<file path="src/rtl/mem_port_arbiter_pkg.sv">
// Shared definitions for the IF/MEM unified-memory arbiter: FSM states,
// owner encoding and the default starvation limit.
package mem_port_arbiter_pkg;

   typedef enum logic [1:0] {
      ARB_IDLE  = 2'd0,
      ARB_ISSUE = 2'd1,
      ARB_WAIT  = 2'd2,
      ARB_RESP  = 2'd3
   } arb_state_t;

   typedef enum logic {
      OWN_IF = 1'b0,
      OWN_DM = 1'b1
   } arb_owner_t;

   localparam int STARVE_MAX_DEFAULT = 4;

   // Counter is at least 3 bits and grows so that it can hold the limit itself.
   function automatic int starve_width(input int max_count);
      int w;
      w = 3;
      while ((1 << w) <= max_count) w++;
      return w;
   endfunction

endpackage

</file>
<file path="src/rtl/mem_arb_prio.sv">
// Winner select and fetch-starvation counter; arbitration only happens while
// the parent FSM is idle (arb_en).
module mem_arb_prio
   import mem_port_arbiter_pkg::*;
#(
   parameter int STARVE_MAX = STARVE_MAX_DEFAULT
) (
   input  logic clk,
   input  logic rst,
   input  logic arb_en,
   input  logic if_req,
   input  logic dm_req,
   output logic pick_valid,
   output logic pick_dm
);

   localparam int CW = starve_width(STARVE_MAX);
   localparam logic [CW-1:0] CNT_MAX = CW'(STARVE_MAX);

   logic [CW-1:0] count;
   logic          starved;

   assign starved = (count == CNT_MAX);

   always_comb begin
      pick_valid = if_req | dm_req;
      pick_dm    = dm_req & ~(if_req & starved);
   end

   // Only data wins taken over a waiting fetch count; anything else resets the run.
   always_ff @(posedge clk or posedge rst) begin
      if (rst) begin
         count <= '0;
      end else if (arb_en) begin
         if (!if_req || !pick_dm) begin
            count <= '0;
         end else if (!starved) begin
            count <= count + 1'b1;
         end
      end
   end

endmodule

</file>
<file path="src/rtl/mem_port_arbiter.sv">
// Shares one single-port memory between instruction fetch and load/store,
// one transaction outstanding, with registered responses and stall outputs.
module mem_port_arbiter
   import mem_port_arbiter_pkg::*;
#(
   parameter int STARVE_MAX = STARVE_MAX_DEFAULT
) (
   input  logic        clk,
   input  logic        rst,
   input  logic        if_req,
   input  logic [31:0] if_addr,
   input  logic        if_flush,
   output logic [31:0] if_rdata,
   output logic        if_valid,
   input  logic        dm_req,
   input  logic        dm_we,
   input  logic [31:0] dm_addr,
   input  logic [31:0] dm_wdata,
   input  logic [3:0]  dm_wstrb,
   output logic [31:0] dm_rdata,
   output logic        dm_valid,
   output logic        mem_req,
   output logic        mem_we,
   output logic [31:0] mem_addr,
   output logic [31:0] mem_wdata,
   output logic [3:0]  mem_wstrb,
   input  logic        mem_gnt,
   input  logic        mem_rvalid,
   input  logic [31:0] mem_rdata,
   output logic        stall_if,
   output logic        stall_mem
);

   arb_state_t state;
   arb_owner_t owner;
   logic       drop;
   logic       pick_valid;
   logic       pick_dm;
   logic       flush_hit;

   mem_arb_prio #(.STARVE_MAX(STARVE_MAX)) u_prio (
      .clk        (clk),
      .rst        (rst),
      .arb_en     (state == ARB_IDLE),
      .if_req     (if_req),
      .dm_req     (dm_req),
      .pick_valid (pick_valid),
      .pick_dm    (pick_dm)
   );

   assign flush_hit = if_flush && (owner == OWN_IF) &&
                      ((state == ARB_ISSUE) || (state == ARB_WAIT));

   assign stall_if  = if_req & ~if_valid;
   assign stall_mem = dm_req & ~dm_valid;

   // A flushed fetch still runs to completion on the bus; only its valid is hidden.
   always_ff @(posedge clk or posedge rst) begin
      if (rst) begin
         state     <= ARB_IDLE;
         owner     <= OWN_IF;
         drop      <= 1'b0;
         mem_req   <= 1'b0;
         mem_we    <= 1'b0;
         mem_addr  <= '0;
         mem_wdata <= '0;
         mem_wstrb <= '0;
         if_rdata  <= '0;
         if_valid  <= 1'b0;
         dm_rdata  <= '0;
         dm_valid  <= 1'b0;
      end else begin
         if (flush_hit) drop <= 1'b1;
         case (state)
            ARB_IDLE: begin
               if (pick_valid) begin
                  state   <= ARB_ISSUE;
                  mem_req <= 1'b1;
                  if (pick_dm) begin
                     owner     <= OWN_DM;
                     mem_we    <= dm_we;
                     mem_addr  <= dm_addr;
                     mem_wdata <= dm_wdata;
                     mem_wstrb <= dm_wstrb;
                  end else begin
                     owner     <= OWN_IF;
                     mem_we    <= 1'b0;
                     mem_addr  <= if_addr;
                     mem_wdata <= '0;
                     mem_wstrb <= '0;
                  end
               end
            end
            ARB_ISSUE: begin
               if (mem_gnt) begin
                  mem_req <= 1'b0;
                  state   <= ARB_WAIT;
               end
            end
            ARB_WAIT: begin
               if (mem_rvalid) begin
                  state <= ARB_RESP;
                  if (owner == OWN_DM) begin
                     dm_rdata <= mem_rdata;
                     dm_valid <= 1'b1;
                  end else if (!(drop || flush_hit)) begin
                     if_rdata <= mem_rdata;
                     if_valid <= 1'b1;
                  end
               end
            end
            ARB_RESP: begin
               if_valid <= 1'b0;
               dm_valid <= 1'b0;
               drop     <= 1'b0;
               state    <= ARB_IDLE;
            end
            default: state <= ARB_IDLE;
         endcase
      end
   end

endmodule

</file>
<file path="config.mk">
export PLATFORM = sky130hd
export DESIGN_NAME = mem_port_arbiter
export DESIGN_NICKNAME = d
export VERILOG_FILES = /design/src/rtl/mem_port_arbiter_pkg.sv /design/src/rtl/mem_arb_prio.sv /design/src/rtl/mem_port_arbiter.sv
export SDC_FILE = /design/constraint.sdc
export NUM_CORES = 1
export LEC_CHECK = 0
export CAP_MARGIN = 10
export CORE_MARGIN = 1
export CORE_UTILIZATION = 41
export CTS_CLUSTER_SIZE = 16
export DETAILED_ROUTE_END_ITERATION = 7
export HOLD_SLACK_MARGIN = 0.05
export PLACE_DENSITY = 0.89
export SETUP_SLACK_MARGIN = 0.5
export SLEW_MARGIN = 20
export SYNTH_ARGS = -nofsm -noshare
export SYNTH_HDL_FRONTEND = slang
export SYNTH_SLANG_ARGS = --single-unit
</file>
<file path="constraint.sdc">
create_clock -name clk -period 5.5 [get_ports clk]
set_clock_uncertainty 0.15 [all_clocks]
set_input_delay 0.55 -clock clk [delete_from_list [all_inputs] [get_ports clk]]
set_output_delay 0.55 -clock clk [all_outputs]
set_load 0.005 [all_outputs]
</file>
==> results.md <==
* Post-Synthesis Cell Area at 5970 um2
* Crit path launch type: input pin
* Leak pwr at 0.00412 uW
* Clk buf depth at 2
* Worst-margin pin slew at 1120 ps
* Height of the die at 123 um
* Area Growth Syn to Fin at 59.0%
* Initial antenna violation count at 0
* Max Cap Viol at 0
* Fin. max-slew vios at 0
* Gate Count Post-Synth at 459
* Vias in the first global route at 5031
* TritonRoute pass-1 iters at 5
* Initial DRC count at 293
* Synth top area share at 0.599
* Mux cell area share after synthesis at 0.142
* CTS Buf Count at 17
* Yosys reg bits at 143
* Detailed-route DRC error count at 0
* Cell chosen for the clock root: clkbuf_16
* Kind of end point of the critical path: primary output
* Max_slew headroom at 0.251
* Critical Path Fanout Max at 24
* Total gr overflow at 0
* Post-CTS resize count at 0
* Sink Count at 143
* Largest net degree at the start of global routing at 82
* Initial core utilization at 0.425
* Count of input and output buffers at 277
* Status: complete, no violations
* Fin crit period at 3240 ps
* Largest family of logic cells by synthesized area: multiplexers
* Commonest non-fill, non-tap cell in the layout: clkdlybuf4s50_1
* Multi-input logic area at 2170 um2
* Io pins at 278
* FMAX at 0.309 GHz
* Routed vias/inst at 5.35
* Critical path type: input pin to primary output
* Sequential Area at 3580 um2
* R2r worst-path depth at 6
* Syn Area/Cell at 13.0 um2
* H-tree lvl count at 4
* Antenna cells at 0
* Routed len/inst at 18.7 um
* Syn nets at 605
* Crit-path max cell delay at 890 ps
* GRT Util Overall at 0.228
* Cell mode on critical path: clkdlybuf4s50_1
* Post-CTS Hold Buffers at 0
* Commonest non-fill, non-tap cells in the layout: clkdlybuf4s50_1 (277), dfrtp_1 (143), nand2_1 (66)
* Power density over cell area at 570 nW/um2
* CP cell instances: clkdlybuf4s50_1 -> buf_4 -> nor2b_1 -> clkdlybuf4s50_1
* Worst-Skew Late Latency at 410 ps
* Final Hold Fails at 0
* Clk slew on worst S/H paths at 50 ps
* Yosys cell types at 35
* Simple-gate share of the synthesized area at 0.0932
* Vias after detailed routing at 4915
* Post-DP HPWL at 12200 um
* Placed cell area at 8830 um2
* Tcrit/Tclk final at 0.588
* Synth Area in Compound Gates at 0.113
* CTS tree: yes
* Share of cells above drive strength 1 at 0.148
* Filler instances at 999
* Core area at 14000 um2
* RSZ-0062 raised after global routing: false
* First-pass GRT wire length at 26200 um
* CP max-delay cell: clkdlybuf4s50_1
* Die area at 15100 um2
* Largest cells by area after synthesis: dfrtp_1 (60%), mux2_4 (7.3%), mux2_2 (6.8%), a22o_1 (5.4%), nand2_1 (4.1%)
* Placer Congestion at 0.819
* Routed Wire Length at 17100 um
* Final WS setup at 2260 ps
* Final Cell Area at 9500 um2
* Peak VDD IR at 0.294 mV
* CP required at 4800 ps
* Tightest Hold Check Type: flop to flop
* Yosys top cell by area: dfrtp_1
* Setup TNS at 0 ps
* Seq/Total Area, Yosys at 0.599
* Synth Warn # at 0
* Worst EP arrival at 2540 ps
* Detail Route Antenna Nets at 0
* Hold path cells at 1
* Final setup vio count at 0
* Post-Synth Adder-Cell Area at 0.0126
* Die extent in x at 123 um
* Nets at 871
* Pre-CTS WS at 2150 ps
* Row count at 43
* Xor and xnor fraction of the mapped netlist area at 0
* Setup Buffers After CTS at 0
[critical path: cells and delay by family]
family        cells  cell delay (ps)
buf+inv           3             1820
simple gates      1              160
[layout make-up]
| type | count | area share |
|---|---|---|
| multi-input cells | 270 | 0.228 |
| repair buffers | 284 | 0.297 |
| clock buffers | 22 | 0.0510 |
| inverters | 9 | 0.00408 |
| well taps | 180 | 0.0237 |
| flip-flops and latches | 143 | 0.377 |
| clock inverters | 10 | 0.0191 |
[registers in the layout (all words and copies together), names as in the netlist]
name	flops
drop	1
mem_req	1
dm_valid	1
mem_wstrb	4
u_prio.count	3
dm_rdata	32
if_valid	1
state	2
mem_addr	32
mem_wdata	32
mem_we	1
owner	1
if_rdata	32
[cell usage after synthesis]
| cell | n |
|---|---|
| buf_2 | 13 |
| dfrtp_1 | 143 |
| nand3_2 | 1 |
| a211oi_2 | 1 |
| o32a_1 | 1 |
| nor3_1 | 1 |
| nor3b_1 | 1 |
| o211ai_1 | 32 |
| o21a_1 | 2 |
| a2bb2oi_1 | 1 |
| nand3_1 | 2 |
| buf_6 | 6 |
| a21o_1 | 1 |
| mux2_4 | 29 |
| nand4_1 | 33 |
| nor2b_1 | 4 |
| buf_1 | 1 |
| and3_1 | 1 |
| nand3b_1 | 1 |
| o21ai_2 | 1 |
| ha_1 | 6 |
| clkbuf_1 | 16 |
| nor2_1 | 2 |
| a21oi_1 | 2 |
| nand2_1 | 66 |
| nand3_4 | 1 |
| mux2i_1 | 1 |
| buf_4 | 1 |
| a22o_1 | 37 |
| a21boi_0 | 1 |
| inv_1 | 9 |
| o22ai_1 | 3 |
| and2_1 | 1 |
| a31oi_1 | 2 |
| mux2_2 | 36 |
[power breakdown]
part           switching, uW  internal [uW]
combinational            831           1430
clock                    431            852
sequential               313           1560
total                   1580           3840
[path summary, 6_finish.rpt]
kind | from | endpoint | slack (ps)
max | dm_req | stall_mem | 2260
min | mem_wdata[1] | mem_wdata[1] | 340
max reg2reg | state[0] | mem_addr[1] | 2830
min reg2reg | mem_wdata[1] | mem_wdata[1] | 340
max in group asynchronous | rst | mem_wdata[12] | 3480
min in group asynchronous | rst | if_rdata[27] | 500
[stage by stage]
stage / util / power (uW) / std cells / hold WS [ps]
after global routing: 0.677 / 5700 / 918 / 363
after CTS: 0.676 / 5450 / 918 / 350
after detailed placement: 0.629 / 4140 / 886 / 334
after floorplan: - / 2830 / 459 / 333
final: 0.677 / 5410 / 918 / 343
after global placement: 0.629 / 4020 / 886 / 329
[per-layer routing]
layer | track usage | wire, um | vias to the layer above | part of all wire
met5 | 0 | 0 | - | 0
met4 | 0.107 | 573 | 0 | 0.033
met2 | 0.408 | 8940 | 248 | 0.52
met1 | 0.260 | 6580 | 2421 | 0.38
met3 | 0.0460 | 1040 | 49 | 0.060
li1 | - | - | 2197 | -
[cells by family after synthesis]
family	count (synthesis)
DFF	143
and+or+nand+nor	114
buffers and inverters	46
muxes	66
AOI/OAI and AO/OA	84
adders and majority gates	6
No activity file was read; power rests on OpenSTA's default activity.
